[src/rtl/dmem_lsu.sv]
// Load/store unit: CPU byte-addressed requests -> word-addressed RAM with byte enables, aligned/extended reads.
// Latency: store or rejected access responds 1 cycle after accept, load responds 2 cycles after accept.
// Backpressure: one request in flight; req_ready low until the response handshakes, response held until rsp_ready.
module dmem_lsu #(
    parameter int          DEPTH     = 28672,
    parameter logic [31:0] BASE_ADDR = 32'h0000_0000
) (
    input  logic        clock,
    input  logic        resetn,
    input  logic        req_valid,
    output logic        req_ready,
    input  logic        req_write,
    input  logic [1:0]  req_size,
    input  logic        req_unsigned,
    input  logic [31:0] req_addr,
    input  logic [31:0] req_wdata,
    output logic        rsp_valid,
    input  logic        rsp_ready,
    output logic [31:0] rsp_rdata,
    output logic        rsp_error,
    output logic [31:0] mem_addr,
    output logic [3:0]  mem_wenable,
    output logic [31:0] mem_wdata,
    input  logic [31:0] mem_rdata
);

    typedef enum logic [1:0] {IDLE, RD_WAIT, RESP} state_t;

    localparam logic [31:0] DEPTH_W = 32'(DEPTH);

    state_t      r_state;
    state_t      w_next;
    logic [1:0]  r_size;
    logic [1:0]  r_lane;
    logic        r_unsigned;
    logic [31:0] r_rsp_rdata;
    logic        r_rsp_error;

    logic [31:0] w_offset;
    logic [31:0] w_word_idx;
    logic [1:0]  w_lane;
    logic        w_err;
    logic        w_accept;
    logic [3:0]  w_be;
    logic [31:0] w_shifted;
    logic [31:0] w_load_data;

    // Address translation is purely combinational so the RAM sees the index in the accept cycle.
    assign w_offset   = req_addr - BASE_ADDR;
    assign w_word_idx = {2'b00, w_offset[31:2]};
    assign w_lane     = w_offset[1:0];
    assign mem_addr   = w_word_idx;

    assign w_err = (req_size == 2'd3)
                 | ((req_size == 2'd1) && w_lane[0])
                 | ((req_size == 2'd2) && (w_lane != 2'd0))
                 | (req_addr < BASE_ADDR)
                 | (w_word_idx >= DEPTH_W);

    assign w_accept  = req_valid && (r_state == IDLE);
    assign req_ready = (r_state == IDLE);
    assign rsp_valid = (r_state == RESP);
    assign rsp_rdata = r_rsp_rdata;
    assign rsp_error = r_rsp_error;

    // Byte enables and lane-replicated write data; enables only fire for an accepted, legal store.
    always_comb begin
        w_be      = 4'b1111;
        mem_wdata = req_wdata;
        case (req_size)
            2'd0: begin
                w_be      = 4'b0001 << w_lane;
                mem_wdata = {4{req_wdata[7:0]}};
            end
            2'd1: begin
                w_be      = 4'b0011 << w_lane;
                mem_wdata = {2{req_wdata[15:0]}};
            end
            default: begin
                w_be      = 4'b1111;
                mem_wdata = req_wdata;
            end
        endcase
        mem_wenable = (w_accept && req_write && !w_err) ? w_be : 4'b0000;
    end

    // Shift the addressed lane down to bit 0, then sign- or zero-extend by the latched size.
    always_comb begin
        w_shifted   = mem_rdata >> {r_lane, 3'b000};
        w_load_data = mem_rdata;
        case (r_size)
            2'd0:    w_load_data = r_unsigned ? {24'h0, w_shifted[7:0]}
                                              : {{24{w_shifted[7]}}, w_shifted[7:0]};
            2'd1:    w_load_data = r_unsigned ? {16'h0, w_shifted[15:0]}
                                              : {{16{w_shifted[15]}}, w_shifted[15:0]};
            default: w_load_data = mem_rdata;
        endcase
    end

    // State register.
    always_ff @(posedge clock or negedge resetn) begin
        if (!resetn) r_state <= IDLE;
        else         r_state <= w_next;
    end

    // Next state: stores and rejected accesses skip the read wait.
    always_comb begin
        w_next = r_state;
        case (r_state)
            IDLE: begin
                if (w_accept) w_next = (w_err || req_write) ? RESP : RD_WAIT;
            end
            RD_WAIT: w_next = RESP;
            RESP: begin
                if (rsp_ready) w_next = IDLE;
            end
            default: w_next = IDLE;
        endcase
    end

    // Request context and response registers.
    always_ff @(posedge clock or negedge resetn) begin
        if (!resetn) begin
            r_size      <= 2'd0;
            r_lane      <= 2'd0;
            r_unsigned  <= 1'b0;
            r_rsp_rdata <= 32'h0;
            r_rsp_error <= 1'b0;
        end else begin
            case (r_state)
                IDLE: begin
                    if (w_accept) begin
                        r_size      <= req_size;
                        r_lane      <= w_lane;
                        r_unsigned  <= req_unsigned;
                        r_rsp_rdata <= 32'h0;
                        r_rsp_error <= w_err;
                    end
                end
                RD_WAIT: r_rsp_rdata <= w_load_data;
                RESP: begin
                    if (rsp_ready) begin
                        r_rsp_rdata <= 32'h0;
                        r_rsp_error <= 1'b0;
                    end
                end
                default: ;
            endcase
        end
    end

endmodule

[config.mk]
export PLATFORM = sky130hd
export DESIGN_NAME = dmem_lsu
export DESIGN_NICKNAME = d
export VERILOG_FILES = /design/src/rtl/dmem_lsu.sv
export SDC_FILE = /design/constraint.sdc
export NUM_CORES = 1
export LEC_CHECK = 0
export BUFFER_PORTS_ARGS = -buffer_cell sky130_fd_sc_hd__clkbuf_2
export CAP_MARGIN = 20
export CORE_AREA = 10 10 101 103
export CTS_CLUSTER_DIAMETER = 40
export DETAILED_ROUTE_END_ITERATION = 10
export DIE_AREA = 0 0 111 113
export HOLD_SLACK_MARGIN = 0.1
export PLACE_DENSITY_LB_ADDON = 0.12
export SLEW_MARGIN = 30
export SYNTH_ARGS = -nofsm -noshare
export SYNTH_HDL_FRONTEND = slang
export SYNTH_SLANG_ARGS = --single-unit
[constraint.sdc]
create_clock -name clock -period 2.4 [get_ports clock]
set_input_delay 0.24 -clock clock [delete_from_list [all_inputs] [get_ports clock]]
set_output_delay 0.24 -clock clock [all_outputs]
set_load 0.02 [all_outputs]
; After elaboration in Yosys (flattened, before gate mapping)
; Cells that the tools add are included.
[totals]
input_bits = 104
elab_cells = 56
regBits = 40
[op_classes]
eq_ne = 8
order_cmp = 2
n_shift = 3
reduce_logical = 17
bitwise = 4
mux = 16
[op_table]
columns = cell, count
row1 = 2-to-1 mux 32 bit, 4
row2 = one-hot mux 32 bit (2 select lines), 2
row3 = one-hot mux 32 bit (3 select lines), 1
row4 = < comparator 32 x 1 -> 1 bit (second input constant), 1
row5 = right shift 32 x 5 -> 16 bit, 1
row6 = greater-or-equal comparator 30 x 15 -> 1 bit (second input constant), 1
row7 = one-hot mux 4 bit (2 select lines), 1
row8 = equality test 2 x 1 -> 1 bit (second input constant), 3
row9 = equality test 2 bit (second input constant), 3
row10 = zero test 2 bit, 3
row11 = 2-to-1 mux 2 bit, 3
row12 = one-hot mux 2 bit (3 select lines), 1
row13 = AND reduction 3 bit, 2
row14 = logical AND 1 bit, 5
row15 = 2-to-1 mux 4 bit, 1
row16 = != test 2 x 1 -> 1 bit (second input constant), 2
row17 = OR 1 bit, 4
row18 = AND reduction 2 bit, 2
row19 = nonzero test 2 bit, 2
row20 = left shift 1 x 2 -> 4 bit (first input constant), 1
row21 = left shift 2 x 2 -> 4 bit (first input constant), 1
row22 = nonzero test 3 bit, 1
row23 = 2-to-1 mux 1 bit, 2
row24 = one-hot mux 1 bit (2 select lines), 1
row25 = other kinds (2), 2

; Logic depth before layout (Yosys ltp)
[logic_depth]
ltp_word = 10
ltp_mapped = 7
mapped_depth_nobuf = 4

; Least setup slack after synthesis
; No wires, ideal clock.
[synth_timing]
path_kind = register -> output
start = register r_state[1]
end = output port mem_wenable[0]
stages_incl_launch_ff = 5
slack_ns = 0.598
arrival_time_ns = 1.562
required_ns = 2.160
path_cell_list = dfrtp_1 nor2_1 and2_1 clkbuf_1 o2111a_1
[synth_between]
elab_chain_cells = 5
[synth_rtl]
columns = item, line_no
row1 = from (decl), 31  ; state_t r_state;
row2 = from (signal assigned), 103  ; else r_state <= w_next;
row3 = zero test 2 bit, -
row4 = via req_ready, 11  ; output logic req_ready,
row5 = logical AND 1 bit, 60  ; assign w_accept = req_valid && (r_state == IDLE);
row6 = logical AND 1 bit (2 in a row), 84  ; mem_wenable = (w_accept && req_write && !w_err) ? w_be : 4'b0000;
row7 = 2-to-1 mux 4 bit, 84
row8 = to (decl), 22  ; output logic [3:0] mem_wenable,
; The timed path passes the listed nets, and every way through them passes these cells.

; Worst setup path in the final report
[layout_timing]
start = register r_state[1]
end = output port mem_wenable[3]
[layout_between]
elab_chain_cells = 5
[layout_rtl]
columns = item, line_no
row1 = zero test 2 bit, 60
row2 = logical AND 1 bit, 60
row3 = logical AND 1 bit (2 in a row), 84
row4 = 2-to-1 mux 4 bit, 84
; Every way passes these cells.

==> flow_summary.yaml <==
cts:
  cts_sinks: 40
  ctsResizeCount: 0
  post_cts_buffers: 0
  cts_buffer_depth: 2
  root_buffer: "clkbuf_8"
  cts_max_level: 2
  clk_pin_slew_ps: 80
  cts_buffers: 5
  clkLatencyLatePin_ps: 290
  cts_tree: "done"
grt:
  grt_pass1_wl_mm: 16.8
  grt_pass1_vias: 2981
  grt_max_degree: 24
  grtUsageTotal_pct: 16.3
  antenna_found_initial: 0
  grt_overflow: 0
critical_path:
  path_max_fanout: 9
  rr_worst_depth: 5
  cp.arrival_ps: 1770
  worst-path-buf-inv: 1
  cp_slowest_stage_delay_ps: 430
  cpLargestDelayFamily: "simple AND/OR/NAND/NOR gates"
  path_cells: "nor2_1 > and2_1 > o2111a_1 > clkbuf_2"
  cp_slowest_cell: "dfrtp_1"
  cp_num_cells: 4
  start_kind: "flop"
  cp-end-kind: "output pin"
  critPathKind: "flop to output pin"
  regToRegSetupSlack_ps: 550
  required_ps: 2160
floorplan:
  die_area_mm2: 0.0125
  die_w_um: 111
  fp.dieH_um: 113
  initial_core_util_pct: 34.6
  rows: 33
  core-area_mm2: 0.00813
  ios: 207
place:
  dpl_cell_area_mm2: 0.00354
  dp_slack_ps: 516
  port_buffers: 180
  place_congestion: 0.806
  numPlacedInstances: 562
  hpwl_mm: 8.85
min_path:
  min_path_cells: 3
  hold_path.class: "input port to flop"
timing:
  finalClockSkew_ps: 3.87
  hold_ws_ps: 133
  tightest_slew_ps: 896
  finalMaxSlewViolations: 0
  tns_ps: 0
  finalSetupViolCount: 0
  period_minus_slack_ps: 2010
  worst_slack_ps: 386
  rsz0062_at_grt: "no"
  clock.fmax_mhz: 496
  relSlewSlack_pct: 40.3
  hold_violations: 0
  fin_crit_sh_pct: 83.9
yosys:
  synthCells: 325
  yosys.cell_count.top_type: "nand2_1"
  ys_warn_count: 0
  post-synth-top-area-fraction_pct: 35.5
  syn-mean-instance-area_um2: 8.67
  synth-edff-count: 0
  synth.area.top_cells: "dfrtp_1 36%, buf_4 11%, mux2_2 6.4%"
  async_reset_ff_share_pct: 100
  syn_area_mm2: 0.00282
  ys_ff_latch: 40
  seq_area_frac_synth_pct: 35.5
  synth_ff_type: "dfrtp_1"
  synth_top_area_cell: "dfrtp_1"
  synthDistinctLibCells: 35
  synth_common_cells: "42 x nand2_1, 41 x buf_4, 40 x dfrtp_1"
status:
  status: "finished, final reports clean"
route:
  drt_iter0_markers: 129
  wirelength_mm: 10.7
  first_pass_iters: 5
  ant_nets: 0
  drc: 0
  drt-vias-per-instance: 5.05
  wl_per_cell_um: 18.8
  vias: 2883
final_layout:
  nFillCells: 841
  design_area_mm2: 0.00365
  syn_to_final_growth_pct: 29.4
  layout-drive-gt1-share_pct: 46.8
  final_cells: 571
  fin_util_pct: 44.8
  antennaDiodeCount: 0
  final_nets: 569
pwr:
  power.density_mw_per_mm2: 522
  leakagePower_nw: 1.91
  power_mw: 1.90
  vdd_drop_max_mv: 0.205
flow_run:
  drv_cap: 0
==> routing by layer <==
metal	global-route usage [%]	wire length, um	vias to the layer above
met2	26.2	5160	125
met5	0	0	-
met1	20.3	4550	1340
met4	4.43	145	0
met3	5.60	891	15
li1	-	-	1403
==> what timing repair did <==
action	CTS	global route
endpoints found under the hold margin	21	0
endpoints found under the setup margin	0	0
hold buffers	1	0
==> power by group <==
| part | internal [mW] | switching, mW |
|---|---|---|
| Clock | 0.230 | 0.240 |
| Sequential | 0.699 | 0.0330 |
| Combinational | 0.254 | 0.448 |
==> worst register-to-register path, cell delays in order, from the launching register on <==
cell and delay (ps):
dfrtp_1 440, nand3b_1 160, o21a_1 540, buf_4 350, a22oi_1 120, o211ai_1 160
==> registers in the layout (all words and copies together), names as in the netlist <==
register,flops
r_lane,2
r_state,2
rsp_rdata,32
r_unsigned,1
r_size,2
rsp_error,1
==> final timing paths <==
kind / start / endpoint
min in group asynchronous: resetn / rsp_rdata[4]
hold reg to reg: rsp_rdata[1] / rsp_rdata[1]
setup reg to reg: r_state[0] / rsp_rdata[11]
hold / removal: req_unsigned / r_unsigned
max in group asynchronous: resetn / rsp_error
setup / recovery: r_state[1] / mem_wenable[3]
==> layout make-up <==
type / instances / area (um^2) / share of cell area, %
clock inverters: 2 / 10.0 / 0.275
repair buffers: 192 / 993 / 27.2
inverters: 1 / 3.75 / 0.103
flip-flops and latches: 40 / 1000 / 27.5
well taps: 105 / 131 / 3.60
clock buffers: 6 / 82.6 / 2.26
multi-input cells: 225 / 1420 / 39.1
==> cell families (layout without fill, tap and decap cells) <==
logic type             after synthesis  in the layout  synth area share, %
AOI/OAI and AO/OA                  101            101                 22.6
buffers and inverters               61            201                 14.1
DFF                                 40             40                 35.5
muxes                               34             34                 13.2
other                                1              2                0.133
and+or+nand+nor                     88             88                 14.5
==> placed cells by master, fill, tap and decap left out, types with 2 or more instances in the layout <==
cell type / instances
clkbuf_2: 180
nand2_1: 42
dfrtp_1: 40
o21ai_0: 31
a22oi_1: 23
a21oi_1: 18
mux2i_1: 17
nor2_1: 17
mux2_2: 16
buf_4: 11
o21ai_1: 10
nand2b_1: 9
o211ai_1: 7
clkbuf_8: 6
nor2b_1: 5
nor4_1: 4
o2111a_1: 4
nand3_1: 3
and2_1: 2
o31ai_1: 2
nand3b_1: 2
o21a_1: 2
conb_1: 2
clkinv_2: 2
(Power assumes the default switching activity.)
